--- src/rtl/delay_bit.sv ---
// Fixed-length single-bit delay line; used to keep sync/DE aligned with the
// pixel pipeline.
module delay_bit #(
    parameter int N = 3
) (
    input  logic clk,
    input  logic rst,
    input  logic d,
    output logic q
);

    logic [N-1:0] sr_q;
    logic [N-1:0] sr_d;

    always_comb begin
        sr_d    = sr_q << 1;
        sr_d[0] = d;
    end

    always_ff @(posedge clk or posedge rst) begin
        if (rst) sr_q <= '0;
        else     sr_q <= sr_d;
    end

    assign q = sr_q[N-1];

endmodule

--- src/rtl/vid_dda.sv ---
// Bresenham-style rate accumulator: each step adds NUM and wraps at DEN,
// pulsing adv on every wrap, so adv fires NUM times per DEN steps.
module vid_dda #(
    parameter int NUM = 1,
    parameter int DEN = 1,
    parameter int W   = 8
) (
    input  logic clk,
    input  logic rst,
    input  logic clr,
    input  logic step,
    output logic adv
);

    logic [W-1:0] acc_q;
    logic [W-1:0] acc_d;
    logic [W-1:0] base;
    logic [W-1:0] sum;

    // NOTE: every always_comb output gets a default first so no path can infer a latch.
    always_comb begin
        base  = clr ? '0 : acc_q;
        sum   = base + W'(NUM);
        adv   = 1'b0;
        acc_d = base;
        if (step) begin
            if (sum >= W'(DEN)) begin
                adv   = 1'b1;
                acc_d = sum - W'(DEN);
            end else begin
                acc_d = sum;
            end
        end
    end

    // NOTE: state registers use non-blocking assignment so all flops sample together.
    always_ff @(posedge clk or posedge rst) begin
        if (rst) acc_q <= '0;
        else     acc_q <= acc_d;
    end

endmodule

--- src/rtl/vid_scanout.sv ---
// Frame-buffer scan-out: DDA-scaled fetch of packed pixels, unpack to palette
// indices with sync/DE aligned 3 cycles after the timing generator.
module vid_scanout #(
    parameter int SRC_W = 320,
    parameter int SRC_H = 200,
    parameter int DST_W = 640,
    parameter int DST_H = 480,
    parameter int BPP   = 8,
    parameter int FB_DW = 32,
    parameter int FB_AW = 14,
    parameter int FCW   = 16
) (
    input  logic             clk,
    input  logic             rst,
    input  logic             tg_active,
    input  logic             tg_hsync,
    input  logic             tg_vsync,
    input  logic             tg_h_first,
    input  logic             tg_h_last,
    input  logic             tg_v_first,
    input  logic             tg_v_last,
    input  logic [FB_AW-1:0] fb_base,
    output logic [FB_AW-1:0] fb_addr,
    output logic             fb_re,
    input  logic [FB_DW-1:0] fb_rdata,
    output logic [BPP-1:0]   pix_idx,
    output logic             pix_de,
    output logic             pix_hsync,
    output logic             pix_vsync,
    output logic             vs_in_vbl,
    output logic [FCW-1:0]   vs_frame_cnt,
    output logic             vs_eof
);

    localparam int PPW    = FB_DW / BPP;
    localparam int WPL    = SRC_W / PPW;
    localparam int PPW_LG = $clog2(PPW);
    localparam int BPP_LG = $clog2(BPP);
    localparam int ACC_W  = $clog2((DST_W > DST_H) ? DST_W : DST_H) + 1;
    localparam int SX_W   = $clog2(SRC_W + 1);
    localparam int SY_W   = $clog2(SRC_H + 1);

    logic eof, frame_start, synced_cur, act, x_adv, y_adv, fetch;
    logic first_cur, adv_prev_cur;
    logic [SX_W-1:0] sx_cur;
    logic [FB_DW-1:0] word_cur, word_shift;
    logic [PPW_LG+BPP_LG-1:0] shamt;

    logic             synced_q, synced_d;
    logic             first_q, first_d;
    logic             adv_prev_q, adv_prev_d;
    logic [SX_W-1:0]  sx_q, sx_d;
    logic [SY_W-1:0]  sy_q, sy_d;
    logic [FB_AW-1:0] line_addr_q, line_addr_d;
    logic [FB_AW-1:0] base_q, base_d;
    logic [FB_AW-1:0] fb_addr_q, fb_addr_d;
    logic             fb_re_q, fb_re_d;
    logic             re2_q, re2_d;
    logic [PPW_LG-1:0] sel1_q, sel1_d, sel2_q, sel2_d;
    logic [FB_DW-1:0] word_q, word_d;
    logic [BPP-1:0]   pix_idx_q, pix_idx_d;
    logic             vbl_q, vbl_d;
    logic [FCW-1:0]   cnt_q, cnt_d;
    logic             eof_q, eof_d;

    assign eof         = tg_v_last & tg_h_last;
    assign frame_start = tg_v_first & tg_h_first;
    assign synced_cur  = synced_q | frame_start;
    assign act         = tg_active & synced_cur;

    vid_dda #(.NUM(SRC_W), .DEN(DST_W), .W(ACC_W)) u_x_dda (
        .clk  (clk),
        .rst  (rst),
        .clr  (tg_h_first),
        .step (tg_active),
        .adv  (x_adv)
    );

    vid_dda #(.NUM(SRC_H), .DEN(DST_H), .W(ACC_W)) u_y_dda (
        .clk  (clk),
        .rst  (rst),
        .clr  (frame_start),
        .step (tg_h_first & ~tg_v_first),
        .adv  (y_adv)
    );

    always_comb begin
        synced_d     = synced_cur;
        sx_cur       = tg_h_first ? '0 : sx_q;
        sx_d         = x_adv ? sx_cur + SX_W'(1) : sx_cur;
        adv_prev_cur = tg_h_first ? 1'b0 : adv_prev_q;
        adv_prev_d   = tg_active ? x_adv : adv_prev_cur;
        first_cur    = tg_h_first | first_q;
        first_d      = first_cur & ~tg_active;

        // Y stepping past the last source line repeats that line instead.
        line_addr_d = line_addr_q;
        sy_d        = sy_q;
        if (frame_start) begin
            line_addr_d = base_q;
            sy_d        = '0;
        end else if (y_adv && sy_q != SY_W'(SRC_H - 1)) begin
            line_addr_d = line_addr_q + FB_AW'(WPL);
            sy_d        = sy_q + SY_W'(1);
        end

        fetch     = act & (first_cur | (adv_prev_cur & (sx_cur[PPW_LG-1:0] == '0)));
        fb_re_d   = fetch;
        fb_addr_d = fetch ? line_addr_d + FB_AW'(sx_cur >> PPW_LG) : fb_addr_q;
        sel1_d    = sx_cur[PPW_LG-1:0];

        // Data arrives on the cycle after fb_re; use it directly that cycle.
        sel2_d     = sel1_q;
        re2_d      = fb_re_q;
        word_cur   = re2_q ? fb_rdata : word_q;
        word_d     = word_cur;
        shamt      = {sel2_q, {BPP_LG{1'b0}}};
        word_shift = word_cur >> shamt;
        pix_idx_d  = word_shift[BPP-1:0];

        base_d = eof ? fb_base : base_q;
        vbl_d  = eof ? 1'b1 : (tg_v_first ? 1'b0 : vbl_q);
        cnt_d  = cnt_q + FCW'(eof);
        eof_d  = eof;
    end

    always_ff @(posedge clk or posedge rst) begin
        if (rst) begin
            synced_q    <= 1'b0;
            first_q     <= 1'b0;
            adv_prev_q  <= 1'b0;
            sx_q        <= '0;
            sy_q        <= '0;
            line_addr_q <= '0;
            base_q      <= '0;
            fb_addr_q   <= '0;
            fb_re_q     <= 1'b0;
            re2_q       <= 1'b0;
            sel1_q      <= '0;
            sel2_q      <= '0;
            word_q      <= '0;
            pix_idx_q   <= '0;
            vbl_q       <= 1'b0;
            cnt_q       <= '0;
            eof_q       <= 1'b0;
        end else begin
            synced_q    <= synced_d;
            first_q     <= first_d;
            adv_prev_q  <= adv_prev_d;
            sx_q        <= sx_d;
            sy_q        <= sy_d;
            line_addr_q <= line_addr_d;
            base_q      <= base_d;
            fb_addr_q   <= fb_addr_d;
            fb_re_q     <= fb_re_d;
            re2_q       <= re2_d;
            sel1_q      <= sel1_d;
            sel2_q      <= sel2_d;
            word_q      <= word_d;
            pix_idx_q   <= pix_idx_d;
            vbl_q       <= vbl_d;
            cnt_q       <= cnt_d;
            eof_q       <= eof_d;
        end
    end

    delay_bit #(.N(3)) u_de_dly (.clk(clk), .rst(rst), .d(act),      .q(pix_de));
    delay_bit #(.N(3)) u_hs_dly (.clk(clk), .rst(rst), .d(tg_hsync), .q(pix_hsync));
    delay_bit #(.N(3)) u_vs_dly (.clk(clk), .rst(rst), .d(tg_vsync), .q(pix_vsync));

    assign fb_addr      = fb_addr_q;
    assign fb_re        = fb_re_q;
    assign pix_idx      = pix_idx_q;
    assign vs_in_vbl    = vbl_q;
    assign vs_frame_cnt = cnt_q;
    assign vs_eof       = eof_q;

endmodule

--- config.mk ---
export PLATFORM = sky130hd
export DESIGN_NAME = vid_scanout
export DESIGN_NICKNAME = d
export VERILOG_FILES = /design/src/rtl/delay_bit.sv /design/src/rtl/vid_dda.sv /design/src/rtl/vid_scanout.sv
export SDC_FILE = /design/constraint.sdc
export NUM_CORES = 1
export LEC_CHECK = 0
export ABC_AREA = 1
export BUFFER_PORTS_ARGS = -buffer_cell sky130_fd_sc_hd__buf_2
export CORE_MARGIN = 2
export CORE_UTILIZATION = 50
export DETAILED_ROUTE_END_ITERATION = 10
export PLACE_DENSITY = 0.7
export SLEW_MARGIN = 20
export SYNTH_ARGS = -nofsm -noshare
export SYNTH_HDL_FRONTEND = slang
export SYNTH_HIERARCHICAL = 1
export SYNTH_SLANG_ARGS = --single-unit
--- constraint.sdc ---
create_clock -name clk -period 4.45 [get_ports clk]
set_input_delay 0.2225 -clock clk [delete_from_list [all_inputs] [get_ports clk]]
set_output_delay 0.2225 -clock clk [all_outputs]
set_load 0.02 [all_outputs]
* Word level (Yosys, flattened, before mapping)
Index checks and enable logic that the tools add are counted.
Word-level totals: register bits 157, input port bits 55, logic and storage cells 72
Operators by class: $add $sub $neg 9, magnitude comparators 2, equal/unequal tests 1, shift operators 1, muxes and demuxes 21, bitwise logic cells 12, reduce and logical (&&, ||, !) cells 4
Operators by type and width (count):
- $mux 11 | 6
- $mux 32 | 1
- $shr 32x5->8 | 1
- $mux 14 | 2
- $mux 9 | 2
- $add 16x1->16 | 1
- $mux 8 | 2
- $add 14x7->14 | 1
- $add 14x7->14 const B | 1
- $add 11x8->11 const B | 1
- $add 11x9->11 const B | 1
- $ge 11x10->1 const B | 1
- $ge 11x9->1 const B | 1
- $sub 11x10->11 const B | 1
- $sub 11x9->11 const B | 1
- $add 9x1->9 const B | 1
- $add 8x1->8 const B | 1
- $mux 1 | 8
- $ne 8x8->1 const B | 1
- $and 1x1->1 | 7
- $reduce_bool 2->1 | 2
- $or 1x1->1 | 3
- $logic_not 2->1 | 1
- $not 1->1 | 2
- $logic_and 1x1->1 | 1

* Depth between registers and ports, before layout
Gate-level depths: netlist of run 1.
depth after elaboration 10, mapped depth 37

* Modules after synthesis
Netlist of run 1, hierarchy kept.
By module, submodules not included:
- vid_scanout | instances 1, cells an instance 689, area an instance 5869.4 um^2, sequential area each 3153.0 um^2
- vid_dda (u_y_dda) | instances 1, cells an instance 125, area an instance 978.4 um^2, sequential area each 275.3 um^2
- vid_dda (u_x_dda) | instances 1, cells an instance 92, area an instance 666.9 um^2, sequential area each 275.3 um^2
- delay_bit | instances 3, cells an instance 4, area an instance 78.8 um^2, sequential area each 75.1 um^2

* Least setup slack after synthesis of run 1
No wires, ideal clock.
kind input -> register, start point input port tg_h_first, end point register fb_addr_q[10] (netlist: fb_addr[10]), setup time 118 ps, arrival 4203 ps, required time 4332 ps, slack 130 ps, stages 36, path buffers 4, path through buf_6 > nand2_2 > inv_1 > buf_2 > buf_6 > inv_12 > nand2_1 > inv_1 > ha_1 > nand3_4 > nand2_1 > inv_2 > ha_1 > inv_1 > nor2_4 > nand2_4 > nand2_4 > nor2_8 > a21oi_1 > nand2_2 > buf_6 > or2_2 > nand3_1 > o21ai_0 > inv_1 > ha_1 > nand2_1 > nor3_1 > nand3b_1 > nand2_1 > nand2_1 > nand3_1 > nor2_2 > or2_1 > nand3_1 > nand2_1
Between the ends: longest elaborated chain between the ends 10, elaborated cells on any way between the ends 20, classes of those cells add/sub: 2; order compare: 1; mux: 7; bitwise: 8; reduce/logical: 2
RTL lines:
- start, declared | RTL line vid_scanout.sv:18 | input logic tg_h_first,
- $and 1x1->1 | RTL line vid_scanout.sv:67 | assign frame_start = tg_v_first & tg_h_first;
- net frame_start | RTL line vid_scanout.sv:43 | logic eof, frame_start, synced_cur, act, x_adv, y_adv, fetch;
- $mux 11 | RTL line vid_dda.sv:22 | base = clr ? '0 : acc_q;
- $add 11x8->11 | RTL line vid_dda.sv:23 | sum = base + W'(NUM);
- $ge 11x9->1 | RTL line vid_dda.sv:27 | if (sum >= W'(DEN)) begin
- $mux 1 | RTL line vid_dda.sv:27
- $mux 1 | RTL line vid_dda.sv:26 | if (step) begin
- net y_adv | RTL line vid_scanout.sv:43
- $logic_and 1x1->1 | RTL line vid_scanout.sv:102 | end else if (y_adv && sy_q != SY_W'(SRC_H - 1)) begin
- $mux 14 | RTL line vid_scanout.sv:102
- $mux 14 | RTL line vid_scanout.sv:99 | if (frame_start) begin
- net line_addr_d[4] | RTL line vid_scanout.sv:54 | logic [FB_AW-1:0] line_addr_q, line_addr_d;
- $add 14x7->14 | RTL line vid_scanout.sv:109 | fb_addr_d = fetch ? line_addr_d + FB_AW'(sx_cur >> PPW_LG) : fb_addr_q;
- end signal, assigned | RTL line vid_scanout.sv:154 | fb_addr_q <= fb_addr_d;
- end, declared | RTL line vid_scanout.sv:56 | logic [FB_AW-1:0] fb_addr_q, fb_addr_d;
The timed path passes the listed nets, and every way through them passes these cells. A chain may end at the register's enable or synchronous reset.

* Final worst setup path of run 1
start point register u_y_dda.acc_q[3], end point register fb_addr_q[10] (netlist: fb_addr[10])
Between the ends: longest elaborated chain between the ends 9
RTL lines:
- start, declared | RTL line vid_dda.sv:15 | logic [W-1:0] acc_q;
- start signal, assigned | RTL line vid_dda.sv:38 | if (rst) acc_q <= '0;
- start signal, assigned | RTL line vid_dda.sv:39 | else acc_q <= acc_d;
- $mux 11 | RTL line vid_dda.sv:22
- $add 11x8->11 | RTL line vid_dda.sv:23
- $ge 11x9->1 | RTL line vid_dda.sv:27
- $mux 1 | RTL line vid_dda.sv:27
- $mux 1 | RTL line vid_dda.sv:26
- net y_adv | RTL line vid_scanout.sv:43
- $logic_and 1x1->1 | RTL line vid_scanout.sv:102
- $mux 14 | RTL line vid_scanout.sv:102
- $mux 14 | RTL line vid_scanout.sv:99
- net line_addr_d[4] | RTL line vid_scanout.sv:54
- $add 14x7->14 | RTL line vid_scanout.sv:109
The timed path passes the listed nets, and every way through them passes these cells.

==> results.toml, run 1 <==
[setup_path]
max_stage_delay_ns = 0.39
cp_common_cell = "nand2_1"
end_kind = "flop"
cp_max_fo = 5
r2r-start = "u_y_dda/acc_q[3]$_DFF_PP0_"
cp-start-kind = "flop"
path_delay_family = "simple AND/OR/NAND/NOR gates"
crit_type = "flop to flop"
reg2reg_to = "fb_addr[10]$_DFFE_PP0P_"
crit_cells = 29
reg2reg_slack_ns = 0.52
critPathCapture = "fb_addr[10]$_DFFE_PP0P_"
ff2ff_path_depth = 29
crit_arrival_ns = 4.25
cp-startpoint = "u_y_dda/acc_q[3]$_DFF_PP0_"
crit_buf_inv = 4
cpMaxStageDelayCell = "dfrtp_1"
critPathRequiredTime_ns = 4.77

[detailed_routing]
wl_um = 16400
drtAntennaViolNets = 0
via_count = 6079
vias_per_cell = 4.91
drtIter0Drc = 314
wire_per_inst_um = 13.2
drc = 0
dr.pass1.iters = 4

[floorplan]
initial_utilization_pct = 51.0
die_x_um = 129
rows = 45
die_area_um2 = 16500
core_um2 = 15200
die_height_um = 129
io_pins = 99

[power]
power_density_nw_per_um2 = 539
power.total_mw = 4.94
ir_drop_mv = 0.287
combPwrFrac_pct = 31.9
pwr-share-clk_pct = 29.4
power.internal_mw = 3.12
switchingPower_mw = 1.82
swShare_pct = 36.9
p_leak_nw = 4.98
seqPwrFrac_pct = 38.7

[timing]
setup_viol = 0
clock_skew_ns = 0.00769
finalWorstSetupSlack_ns = 0.519
timing.slew.headroom_pct = 37.1
holdWs_ns = 0.0206
rsz0062_at_grt = "no"
final_hold_viol_count = 0
tns_ns = 0
final.min_clock_period_ns = 3.93
finalCritPeriodShare_pct = 88.3
tightestPinTransition_ns = 0.943
max_freq_ghz = 0.254
drv_slew = 0

[clock_network]
clkTransAtPathRegs_ns = 0.06
clkSinkCount = 157
htreeDepth = 4
cts_buffers = 17
cts.path.max_buffers = 2
cts_setup_buffers = 0
cts-root-buf = "clkbuf_16"
clock_latency_ns = 0.43
cts_tree = "built"

[cells_and_area]
stdcell_count = 1237
nets = 1111
mostFrequentLayoutCells = "nand2_1, dfrtp_1, buf_2"
fillerInstances = 1300
layout.cells.most_common = "nand2_1"
post-route-util_pct = 60.3
syn2layout_area_growth_pct = 18.2
antenna_cells = 0
drive_gt1_share_pct = 20.0
design_area_um2 = 9160

[synthesis]
ys_async_sr_fraction_pct = 100
synth_nets = 993
ys_seq_area_share_pct = 50.7
netlist_area_um2 = 7750
ys_seq_elements = 157
synth-edff-count = 0
ys_types = 45
synth_cells = 918
synth_ff_type = "dfrtp_1"
yosys_warnings = 6
syn_area_per_cell_um2 = 8.44

[grt]
antenna_found_initial = 0
grt_max_degree = 75
grt_overflow_total = 0
grtUsageTotal_pct = 21.0
grt_pass1_vias = 5888
grt_pass1_wl_um = 27400

[run]
drv_cap = 0

[placed_design]
preCtsSetupSlack_ns = 0.182
portBuffers = 98
placed_area_um2 = 8430
place_congestion = 0.882
dpl.hpwl_um = 11600
place_inst = 1192

[worst_hold_path]
hold_class = "input pin to flop"

[outcome]
run_status = "complete, no violations"
==> how the worst min path moves through the flow <==
stage,from,end,slack [ns],depth (start not counted)
final,tg_v_first,vs_in_vbl$_DFFE_PP0P_,0.02,2
after floorplan,rst,u_de_dly/sr_q[0]$_DFF_PP0_,-0.02,1
after global routing,fb_base[4],base_q[4]$_DFFE_PP0P_,0.01,3
after CTS,fb_rdata[15],word_q[15]$_DFF_PP0_,0.01,3
after detailed placement,rst,u_de_dly/sr_q[2]$_DFF_PP0_,0.17,2
after global placement,rst,u_vs_dly/sr_q[2]$_DFF_PP0_,0.16,2
==> state kept, by name, indices dropped and copies added (netlist names), 2 cells and up <==
register / flops
base_q: 14
fb_addr: 14
line_addr_q: 14
pix_idx: 8
sel1_q: 2
sel2_q: 2
sx_q: 9
sy_q: 8
u_de_dly/sr_q: 3
u_hs_dly/sr_q: 3
u_vs_dly/sr_q: 3
u_x_dda/acc_q: 11
u_y_dda/acc_q: 11
vs_frame_cnt: 16
word_q: 32
==> cells by family after synthesis <==
kind of cell             share of synthesized area [%]
AO/OA/AOI/OAI                                     5.62
XOR/XNOR                                          3.95
adder cells (fa/ha/maj)                           3.33
buffers and inverters                             6.91
flip-flops                                        50.7
AND/OR/NAND/NOR                                   29.5
==> cell usage after synthesis, types with 2 or more instances <==
cell / instances / area (um2)
ha_1: 19 / 238
nor2_2: 7 / 43.8
nor3_1: 5 / 25.0
nand2_4: 8 / 90.1
buf_6: 5 / 56.3
nor4_2: 2 / 25.0
nor4_1: 2 / 12.5
nor2_1: 51 / 191
o21ai_0: 37 / 185
o22ai_1: 7 / 43.8
nor2_4: 4 / 45.0
o21ai_1: 5 / 25.0
clkbuf_1: 14 / 52.6
nand3_2: 4 / 40.0
dfrtp_1: 157 / 3930
o21bai_1: 2 / 15.0
nand2_1: 322 / 1210
nand3b_1: 2 / 15.0
nor3_2: 2 / 20.0
inv_1: 90 / 338
nand4_1: 7 / 43.8
nand3_1: 54 / 270
a21oi_4: 2 / 32.5
clkinv_1: 3 / 11.3
xor2_1: 23 / 201
buf_2: 3 / 15.0
a22oi_1: 2 / 15.0
inv_2: 10 / 37.5
or2_2: 2 / 12.5
nand2_2: 20 / 125
xnor2_1: 12 / 105
nor2_8: 2 / 40.0
a21oi_1: 21 / 105
==> timing repair <==
item | CTS | global route
resized for setup | 0 | 0
hold buffers | 13 | 0
endpoints found under the hold margin | 43 | 0
==> area by class of cell <==
class	count	area, um2	area share [%]
clock buffers	18	439	4.79
well taps	188	235	2.57
clock inverters	14	156	1.71
flip-flops and latches	157	3930	42.9
multi-input cells	633	3290	35.9
repair buffers	122	703	7.68
inverters	105	410	4.48
==> power by group through the flow <==
stage	Clock, mW	Combinational [mW]	Sequential [mW]
after CTS	1.48	1.58	1.91
after floorplan	0	1.08	2.02
after global placement	0	1.53	1.93
after detailed placement	0	1.56	1.93
after global routing	1.55	1.77	1.94
final	1.45	1.58	1.91
==> routing by layer <==
layer / part of all wire [%] / global-route usage (%) / up-vias
met5: 0 / 0 / -
met3: 3.2 / 3.87 / 28
li1: - / - / 3119
met2: 48 / 34.5 / 106
met1: 47 / 27.7 / 2826
met4: 2.2 / 8.63 / 0
(Power assumes the default switching activity.)
==> run 2, diff against run 1 <==
- PLACE_DENSITY: 0.7 -> 0.71
- SYNTH_HIERARCHICAL: 1 -> not set
- clock period: 4.45 -> 3.9 ns (I/O delays scaled with it)
==> run 2 against run 1 <==
  * Via count fell by 3.5%
  * Sequential share of layout area rose by 0.68 points
  * Synthesized area fell by 4.9%
  * Synthesized cell count fell by 7.7%
  * Cell count fell by 4.3%
  * Largest power group unchanged
  * Highest routed layer unchanged
==> results.toml, run 2 <==
[floorplan]
die_x_um = 125
initial_utilization_pct = 50.9
die_area_um2 = 15700
io_pins = 99
core_um2 = 14500
die_height_um = 125
rows = 44

[placed_design]
preCtsSetupSlack_ns = 0.0657
place_congestion = 0.854
portBuffers = 98
dpl.hpwl_um = 10800

[clock_network]
clkTransAtPathRegs_ns = 0.06
cts.path.max_buffers = 2
cts_tree = "built"
htreeDepth = 4
clock_latency_ns = 0.42
cts_buffers = 17
clkSinkCount = 157
cts-root-buf = "clkbuf_16"

[power]
ir_drop_mv = 0.357
swShare_pct = 35.7
switchingPower_mw = 1.94
p_leak_nw = 4.74
seqPwrFrac_pct = 40.0
power_density_nw_per_um2 = 603
power.internal_mw = 3.50
pwr-share-clk_pct = 29.7
combPwrFrac_pct = 30.3

[detailed_routing]
vias_per_cell = 4.95
wl_um = 15800
drc = 0
dr.pass1.iters = 7
drtAntennaViolNets = 0
drtIter0Drc = 376
wire_per_inst_um = 13.3
via_count = 5865

[synthesis]
yosys_warnings = 0
synth-edff-count = 0
ys_types = 45
synth_commonest_cells = "nand2_1, dfrtp_1, inv_1"
yosysMostFrequentCell = "nand2_1"
ys_seq_elements = 157
netlist_area_um2 = 7370
synthTopCellsByArea = "dfrtp_1, nand2_1, inv_1"
synth_nets = 923
synth_top_area_cell = "dfrtp_1"
synth_cells = 847
ys_seq_area_share_pct = 53.3
synth_top_area_share_pct = 53.3
syn_area_per_cell_um2 = 8.70
ys_async_sr_fraction_pct = 100
synth_ff_type = "dfrtp_1"

[setup_path]
ff2ff_path_depth = 25
r2r-start = "u_y_dda.acc_q[3]$_DFF_PP0_"
crit_cells = 25
cp-startpoint = "u_y_dda.acc_q[3]$_DFF_PP0_"
critPathRequiredTime_ns = 4.21
crit_arrival_ns = 3.89
critPathCapture = "fb_addr[12]$_DFFE_PP0P_"
cp_max_fo = 10
reg2reg_to = "fb_addr[12]$_DFFE_PP0P_"
crit_buf_inv = 2
cpMaxStageDelayCell = "dfrtp_1"
max_stage_delay_ns = 0.34
crit_type = "flop to flop"
reg2reg_slack_ns = 0.32
end_kind = "flop"
path_delay_family = "simple AND/OR/NAND/NOR gates"
cp-start-kind = "flop"

[grt]
grtUsageTotal_pct = 21.2
grt_overflow_total = 0
grt_busiest_layer = "met2"
use_met1_pct = 29.4
use_met3_pct = 4.07
grt_pass1_vias = 5789
antenna_found_initial = 0
grt_max_degree = 64
grt_pass1_wl_um = 27100
use_met2_pct = 34.0

[worst_hold_path]
hold_class = "input pin to flop"

[timing]
finalWorstSetupSlack_ns = 0.318
setup_viol = 0
tightestPinTransition_ns = 0.972
max_freq_ghz = 0.279
finalCritPeriodShare_pct = 91.8
final.min_clock_period_ns = 3.58
tns_ns = 0
drv_slew = 0
clock_skew_ns = 0.00708
final_hold_viol_count = 0
timing.slew.headroom_pct = 35.2

[cells_and_area]
drive_gt1_share_pct = 19.1
fillerInstances = 1210
nets = 1063
post-route-util_pct = 62.3
layout.cells.most_common = "nand2_1"
syn2layout_area_growth_pct = 22.4
antenna_cells = 0
mostFrequentLayoutCells = "nand2_1, dfrtp_1, buf_2"
largest_reg_flops = 32
top_register = "word_q"

[run]
drv_cap = 0

[outcome]
run_status = "complete, no violations"
[run 2: cell types whose count changed after synthesis, moves of 5 or more]
cell     change
xor2_1       +8
nand4_1      +8
nand2_1     -55
inv_1        -7
o21ai_0      +8
nand2_2     -13
nor2_1      +13
nand2_4      -7
nand3_1     -21
inv_2        -5
[run 2: repair_timing]
item / in CTS / in global routing
hold endpoints to repair: 51 / 0
resized for setup: 0 / 7
buffers inserted: 0 / 6
hold buffers: 31 / 0
endpoints found under the setup margin: 0 / 7
[run 2: worst min-delay path: cells and delay by family]
family	cells	cell delay, ns
simple gates	2	0.12
buf+inv	1	0.08
[run 2: logic make-up (layout without fill, tap and decap cells)]
family,Yosys count,after routing,synth area share [%]
DFF,157,157,53.3
AOI/OAI and AO/OA,84,84,6.25
buffers and inverters,116,269,6.50
xor gates and xnor gates,40,40,4.75
and+or+nand+nor,429,429,25.5
adders and majority gates,21,21,3.67
[run 2: stage by stage]
step | hold WS (ns) | instances | cell area (um2) | power (mW)
6_report | 0.0131 | 1184 | 9020 | 5.44
3_3_place_gp | 0.268 | 1115 | 8060 | 3.74
3_5_place_dp | 0.268 | 1115 | 8060 | 3.78
2_1_floorplan | 0.226 | 847 | 7370 | 3.35
5_1_grt | 0.0150 | 1184 | 9020 | 5.80
4_1_cts | 0.00196 | 1178 | 8950 | 5.44
[run 2: per-layer routing]
metal  wire, um  part of all wire [%]
met3        668                   4.2
met4        266                   1.7
met2       7400                    47
met5          0                     0
met1       7450                    47
[run 2: power groups by stage]
stage                     combinational (mW)  clock (mW)  sequential [mW]
after floorplan                         1.03           0             2.32
after global placement                  1.55           0             2.19
after detailed placement                1.58           0             2.20
after CTS                               1.62        1.65             2.17
after global routing                    1.86        1.72             2.21
final                                   1.65        1.61             2.18
[run 2: area by class of cell]
type / instances / area [um2] / area share [%]
clock buffer: 19 / 453 / 5.02
clock inverter: 13 / 129 / 1.43
inverter: 90 / 347 / 3.84
multi-input combinational: 574 / 2980 / 33.1
sequential: 157 / 3930 / 43.6
tap: 184 / 230 / 2.55
timing repair buffer: 147 / 948 / 10.5
[run 2: worst min path at each step]
stage / slack (ns) / start / depth (start not counted) / end
floorplan: 0.23 / tg_hsync / 0 / u_hs_dly.sr_q[0]$_DFF_PP0_
global placement: 0.27 / rst / 2 / u_vs_dly.sr_q[0]$_DFF_PP0_
detailed placement: 0.27 / rst / 2 / u_vs_dly.sr_q[0]$_DFF_PP0_
CTS: 0.002 / fb_rdata[23] / 3 / word_q[23]$_DFF_PP0_
global route: 0.02 / fb_rdata[28] / 3 / word_q[28]$_DFF_PP0_
finish: 0.01 / fb_rdata[1] / 3 / word_q[1]$_DFF_PP0_
